**config.mk**
```make
export PLATFORM = sky130hd
export DESIGN_NAME = regfile_write_arbiter
export DESIGN_NICKNAME = d
export VERILOG_FILES = /design/src/rtl/regfile_write_arbiter.sv
export SDC_FILE = /design/constraint.sdc
export NUM_CORES = 1
export LEC_CHECK = 0
export ABC_CLOCK_PERIOD_IN_PS = 2800
export CORE_MARGIN = 1
export CORE_UTILIZATION = 30
export CTS_CLUSTER_SIZE = 14
export DETAILED_ROUTE_END_ITERATION = 10
export SLEW_MARGIN = 40
export SYNTH_ARGS = -nofsm -noshare
export SYNTH_HDL_FRONTEND = slang
export SYNTH_SLANG_ARGS = --single-unit
```
**constraint.sdc**
```tcl
create_clock -name clk -period 2.8 [get_ports clk]
set_input_delay 0.56 -clock clk [delete_from_list [all_inputs] [get_ports clk]]
set_output_delay 0.56 -clock clk [all_outputs]
set_load 0.05 [all_outputs]
```
**src/rtl/regfile_write_arbiter.sv**
```systemverilog
// Write-port owner for register_file: init sweep, then round-robin arbitration of two requesters.
// Optional: define REGFILE_ARB_R0_DISCARD_EN to drop (but still handshake) RUN writes to register 0.
module regfile_write_arbiter #(
    parameter int unsigned REG_ADDR_WIDTH = 4,
    parameter int unsigned DATA_WIDTH     = 8,
    parameter logic [DATA_WIDTH-1:0] INIT_VALUE = '0,
    parameter int unsigned CNT_WIDTH      = 8
) (
    input  logic                      clk,
    input  logic                      rst,
    input  logic                      init_start,
    input  logic                      req0_valid,
    output logic                      req0_ready,
    input  logic [REG_ADDR_WIDTH-1:0] req0_addr,
    input  logic [DATA_WIDTH-1:0]     req0_data,
    input  logic                      req1_valid,
    output logic                      req1_ready,
    input  logic [REG_ADDR_WIDTH-1:0] req1_addr,
    input  logic [DATA_WIDTH-1:0]     req1_data,
    output logic                      write_en,
    output logic [REG_ADDR_WIDTH-1:0] regw,
    output logic [DATA_WIDTH-1:0]     dataw,
    output logic                      init_busy,
    output logic [CNT_WIDTH-1:0]      conflict_cnt
);

    typedef enum logic [0:0] {StInit, StRun} state_e;

    state_e                    state;
    logic [REG_ADDR_WIDTH-1:0] sweep_idx;
    logic                      last_grant;  // 0: req0 won last, 1: req1 won last

    logic                      arb_en;
    logic                      grant0;
    logic                      grant1;
    logic                      transfer;
    logic                      both_valid;
    logic [REG_ADDR_WIDTH-1:0] win_addr;
    logic [DATA_WIDTH-1:0]     win_data;
    logic                      win_we;

    always_comb begin
        init_busy  = (state == StInit);
        // init_start blocks any handshake in the cycle it is seen.
        arb_en     = (state == StRun) && !init_start;
        both_valid = req0_valid && req1_valid;
        grant0     = arb_en && req0_valid && (!req1_valid || last_grant);
        grant1     = arb_en && req1_valid && (!req0_valid || !last_grant);
        req0_ready = grant0;
        req1_ready = grant1;
        transfer   = grant0 || grant1;
        win_addr   = grant1 ? req1_addr : req0_addr;
        win_data   = grant1 ? req1_data : req0_data;
`ifdef REGFILE_ARB_R0_DISCARD_EN
        win_we     = (win_addr != '0);
`else
        win_we     = 1'b1;
`endif
    end

    always_ff @(posedge clk) begin
        if (rst) begin
            state        <= StInit;
            sweep_idx    <= '0;
            write_en     <= 1'b0;
            regw         <= '0;
            dataw        <= '0;
            last_grant   <= 1'b1;
            conflict_cnt <= '0;
        end else begin
            unique case (state)
                StInit: begin
                    write_en <= 1'b1;
                    regw     <= sweep_idx;
                    dataw    <= INIT_VALUE;
                    if (sweep_idx == {REG_ADDR_WIDTH{1'b1}}) begin
                        state     <= StRun;
                        sweep_idx <= '0;
                    end else begin
                        sweep_idx <= sweep_idx + 1'b1;
                    end
                end
                StRun: begin
                    if (both_valid && (conflict_cnt != {CNT_WIDTH{1'b1}})) begin
                        conflict_cnt <= conflict_cnt + 1'b1;
                    end
                    if (init_start) begin
                        state     <= StInit;
                        sweep_idx <= '0;
                        write_en  <= 1'b0;
                    end else if (transfer) begin
                        last_grant <= grant1;
                        write_en   <= win_we;
                        regw       <= win_addr;
                        dataw      <= win_data;
                    end else begin
                        write_en <= 1'b0;
                    end
                end
                default: state <= StInit;
            endcase
        end
    end

endmodule

```
==> flow_summary.toml, run 1 <==
[setup_path]
rr_endpoint = "conflict_cnt[0]"
critical_path_class = "in -> out"
cp_slowest_cell = "clkdlybuf4s50_1"
crit_buf_inv = 2
worstReg2RegStart = "conflict_cnt[0]"
critPathTopFamily = "buffers and inverters"
r2r_slack_ns = 1.24
crit_fanout = 10
critPathCapture = "req0_ready"
critPathMaxStageDelay_ns = 0.57
crit_cells = 4
cp-end-kind = "primary output"
startpoint_type = "input pin"
critPathArrivalTime_ns = 1.87
r2r_cells = 4
cp-startpoint = "init_start"
required_ns = 2.24
path_cells = "clkdlybuf4s50_1 -> nand3b_1 -> nor2_1 -> buf_12"

[layout]
nets = 239
postLayoutCellArea_um2 = 2090
area_growth_pct = 40.7
seq_area_um2 = 541
drive_above_1_share = 0.101
nFillCells = 500
multi_input_area_um2 = 825
diodes = 0

[clock_network]
clock_path_buffers = 2
cts_made_buffers = 3
cts_hold_buf = 0
post_cts_buffers = 0
cts-root-buf = "clkbuf_8"
cts-htree-levels = 1
cts_resized = 0
clk_latency_ns = 0.27
path_clk_slew_ns = 0.10
clock_sinks = 27
cts_tree = "built"

[logic_synthesis]
ys_seq_elements = 27
netlist_top_cells_area = "dfxtp_1 (36%), a221o_1 (5.4%), buf_6 (4.6%)"
syn-cell-area_um2 = 1480
syn-instance-count = 158
synth_top_area_cell = "dfxtp_1"
async_reset_ff_frac = 0
synth_common_cells = "dfxtp_1 (27), nor2_1 (9), a221o_1 (8), nand3_1 (8), nor3_1 (7)"
synth-edff-count = 0
yosysUniqueCellTypes = 49
yosysWarnings = 0
synth.most_common_cell = "dfxtp_1"
synth-main-ff-cell = "dfxtp_1"
synth-seq-area-share = 0.364
avgSynthCellArea_um2 = 9.39
synth_top_area_frac = 0.364
syn-num-nets = 189

[timing]
final_max_slew_viol_count = 0
clock_skew_ns = 0.00123
rsz0062_at_grt = "no"
fin_crit_ns = 2.43
fmax_ghz = 0.412
slew_headroom = 0.628
setup_viol = 0
hold_viol = 0
fin_crit_sh = 0.867
tns_ns = 0
worst-slew-pin-transition_ns = 0.555

[status]
status = "finished clean"

[die]
die_y_um = 72.3
core.rowCount = 25
dieWidth_um = 72.3
die_area_um2 = 5230
ios = 53
start_util = 0.312
coreArea_um2 = 4750

[placement]
io_buffers = 52
gp_congestion = 0.826
dp_hpwl_mm = 2.73
placed_cell_area_um2 = 2040

[global_routing]
grt_use_total = 0.151
grt_overflow = 0
grt_pass1_vias = 1422
grt_pass1_wl_mm = 6.29
grt_max_degree = 23
antenna_found_initial = 0

[routing]
drtIter0Drc = 131
ant_nets = 0
num_vias = 1441
routed_wl_mm = 3.86
via_per_inst = 5.26
post_drt_wl_per_cell_um = 14.1
firstDrtPassIters = 4
drc = 0

[worst_hold_path]
min_path_type = "reg -> reg"

[power_and_ir_drop]
pwr_density_cell_nw_per_um2 = 349
power.leakage_nw = 0.701
ir_worst_vdd_v = 0.000189

[job]
cap_violations = 0
## power by group
part,internal [W],switching [W],leakage (nW)
Combinational,0.0000580,0.0000461,0.456
Clock,0.0000999,0.000128,0.0255
Sequential,0.000390,0.00000671,0.219
Total,0.000548,0.000181,0.701
## registers in the layout, indices dropped and copies added (netlist names)
| name | flops |
|---|---|
| conflict_cnt | 8 |
| dataw | 8 |
| regw | 4 |
| sweep_idx | 4 |
| last_grant | 1 |
| state | 1 |
| write_en | 1 |
## per-layer routing
layer	up-vias	wire (um)	global-route usage
met5	-	0	0
met4	0	68	0.0763
met3	8	262	0.0389
met2	70	1730	0.239
met1	647	1800	0.190
li1	716	-	-
## cell type report
| cell class | count | share of cell area |
|---|---|---|
| multi-input cells | 115 | 0.395 |
| repair buffers | 57 | 0.277 |
| flip-flops and latches | 27 | 0.259 |
| well taps | 67 | 0.0401 |
| clock buffers | 3 | 0.0198 |
| inverters | 4 | 0.00719 |
| clock inverters | 1 | 0.00240 |
## cell families (layout without fill, tap and decap cells)
logic type      Yosys count  after routing  share of synthesized area
mux                       2              2                     0.0143
fa+ha+maj                 2              2                     0.0169
buf+inv                  16             65                     0.0801
compound gates           48             48                      0.255
simple gates             63             63                      0.270
flops                    27             27                      0.364
## layout by cell type (no fill, tap or decap), types with 2 or more instances in the layout
cell type / netlist / routed
clkdlybuf4s50_1: 0 / 50
dfxtp_1: 27 / 27
nor2_1: 9 / 9
nand3_1: 8 / 8
a221o_1: 8 / 8
nor3_1: 7 / 7
a21oi_1: 6 / 6
nor4b_1: 6 / 6
buf_4: 3 / 5
and3_1: 4 / 4
a311oi_1: 4 / 4
o21ai_0: 4 / 4
nor4_1: 4 / 4
nand2_1: 3 / 3
nand4_1: 3 / 3
and2_1: 3 / 3
inv_1: 3 / 3
nand2b_1: 3 / 3
o22ai_1: 3 / 3
o211ai_1: 3 / 3
nor2b_1: 3 / 3
a31oi_1: 3 / 3
a211oi_1: 3 / 3
clkbuf_8: 0 / 3
and2b_1: 2 / 2
a41oi_1: 2 / 2
a221oi_1: 2 / 2
and4_1: 2 / 2
ha_1: 2 / 2
buf_12: 0 / 2
## how the worst min path moves through the flow
stage	endpoint	slack [ns]	cells after the start	startpoint
3_5_place_dp	dataw[0]	0.45	1	dataw[0]
2_1_floorplan	sweep_idx[3]	0.49	2	sweep_idx[3]
4_1_cts	dataw[0]	0.49	1	dataw[0]
3_3_place_gp	dataw[0]	0.45	1	dataw[0]
6_report	dataw[0]	0.49	1	dataw[0]
5_1_grt	dataw[0]	0.52	1	dataw[0]
## per-stage QoR
step | power (W) | util | hold WS (ns) | instances | worst slack (ns)
3_5_place_dp | 0.000510 | 0.429 | 0.453 | 270 | 0.355
4_1_cts | 0.000734 | 0.439 | 0.488 | 274 | 0.354
5_1_grt | 0.000758 | 0.439 | 0.519 | 274 | 0.300
6_report | 0.000730 | 0.439 | 0.486 | 274 | 0.372
2_1_floorplan | 0.000455 | - | 0.485 | 158 | 0.531
3_3_place_gp | 0.000510 | 0.429 | 0.448 | 270 | 0.389
Power figures use the tool's default switching activity.
==> run 2, diff against run 1 <==
ABC_CLOCK_PERIOD_IN_PS = not set   (was 2800)
CORE_MARGIN = 5   (was 1)
==> run 2 against run 1 <==
Count of clock-buffer cells in the layout unchanged. Clock power hardly changed. Total power hardly changed. Cell area is the same. Clock skew increased by 0.0054 ns. Cell count is the same. Utilization is the same. Sequential share of layout area stayed put.
==> flow_summary.toml, run 2 (synthesized netlist as in run 1, its figures left out) <==
[placement]
dpl.cell_count = 270
placed_cell_area_um2 = 2040
io_buffers = 52
gp_congestion = 0.820
dp_hpwl_mm = 2.95

[routing]
routed_wl_mm = 3.96
drtIter0Drc = 143
ant_nets = 0
firstDrtPassIters = 4
num_vias = 1413
via_per_inst = 5.16
drc = 0
post_drt_wl_per_cell_um = 14.4

[global_routing]
antenna_found_initial = 0
grt_pass1_wl_mm = 6.60
grt_max_degree = 22
grt_pass1_vias = 1390
grt_use_total = 0.129
grt_overflow = 0

[timing]
fin_crit_sh = 0.850
worst-slew-pin-transition_ns = 0.562
fin_crit_ns = 2.38
setup_viol = 0
clock_skew_ns = 0.00662
final_max_slew_viol_count = 0
fmax_ghz = 0.420
hold_viol = 0
tns_ns = 0
rsz0062_at_grt = "no"
slew_headroom = 0.623

[setup_path]
required_ns = 2.24
critPathArrivalTime_ns = 1.82
cp_slowest_cell = "clkdlybuf4s50_1"
startpoint_type = "input pin"
critPathMaxStageDelay_ns = 0.55
cp-end-kind = "primary output"
critical_path_class = "in -> out"
r2r_cells = 4
crit_fanout = 10
path_cells = "clkdlybuf4s50_1 -> nand3b_1 -> nor2_1 -> buf_12"

[clock_network]
cts_resized = 0
clk_latency_ns = 0.28
post_cts_buffers = 0
path_clk_slew_ns = 0.09
cts-root-buf = "clkbuf_8"
cts-htree-levels = 1
clock_path_buffers = 2
clock_sinks = 27
cts_hold_buf = 0
cts_made_buffers = 3
cts_tree = "built"

[layout]
top_regs = "conflict_cnt (8), dataw (8)"
area_growth_pct = 40.7
diodes = 0
drive_above_1_share = 0.101
final_util = 0.439
nFillCells = 501
mostFrequentLayoutCell = "clkdlybuf4s50_1"
layout_common_cells = "clkdlybuf4s50_1 (50), dfxtp_1 (27), nor2_1 (9)"
postLayoutCellArea_um2 = 2090
layout.cells.non_filler = 274
nets = 239

[worst_hold_path]
min_path_type = "reg -> reg"
holdPathStages = 1

[status]
status = "finished clean"

[die]
ios = 53
dieWidth_um = 80.3
start_util = 0.312
coreArea_um2 = 4750
core.rowCount = 25
die_area_um2 = 6450
die_y_um = 80.3

[job]
cap_violations = 0

[power_and_ir_drop]
pwr_density_cell_nw_per_um2 = 349
power.leakage_nw = 0.701
ir_worst_vdd_v = 0.000186
run 2: power breakdown:
part / total, W / internal, W / switching, W
sequential: 0.000397 / 0.000390 / 0.00000622
clock: 0.000228 / 0.0000999 / 0.000128
combinational: 0.000104 / 0.0000582 / 0.0000459
total: 0.000729 / 0.000549 / 0.000180
run 2: worst max-delay path, delay by kind of cell:
family                 cells  cell delay [ns]
buffers and inverters      2             0.72
and+or+nand+nor            2             0.53
run 2: final timing paths:
path | slack [ns] | from | end
max | 0.42 | init_start | req0_ready
min reg2reg | 0.49 | dataw[0] | dataw[0]
min | 0.49 | dataw[0] | dataw[0]
max reg2reg | 1.24 | conflict_cnt[0] | conflict_cnt[0]
run 2: per-layer routing:
metal  GRT usage  vias up  part of all wire
met5           0        -                 0
met4      0.0355        0            0.0094
met2       0.205       45              0.45
met1       0.173      644              0.48
met3      0.0291        4             0.057
li1            -      720                 -
run 2: cell type report:
cell class	instances	area (um2)	share of cell area
Clock buffer	3	41.3	0.0198
Clock inverter	1	5.00	0.00240
Inverter	4	15.0	0.00719
Multi-Input combinational cell	115	825	0.395
Sequential cell	27	541	0.259
Tap cell	67	83.8	0.0401
Timing Repair Buffer	57	578	0.277
run 2: through the flow:
step | total power [W] | hold WS [ns] | setup WS [ns]
2_1_floorplan | 0.000455 | 0.485 | 0.531
3_3_place_gp | 0.000509 | 0.449 | 0.397
3_5_place_dp | 0.000510 | 0.461 | 0.402
4_1_cts | 0.000737 | 0.493 | 0.402
5_1_grt | 0.000763 | 0.534 | 0.318
6_report | 0.000729 | 0.491 | 0.421
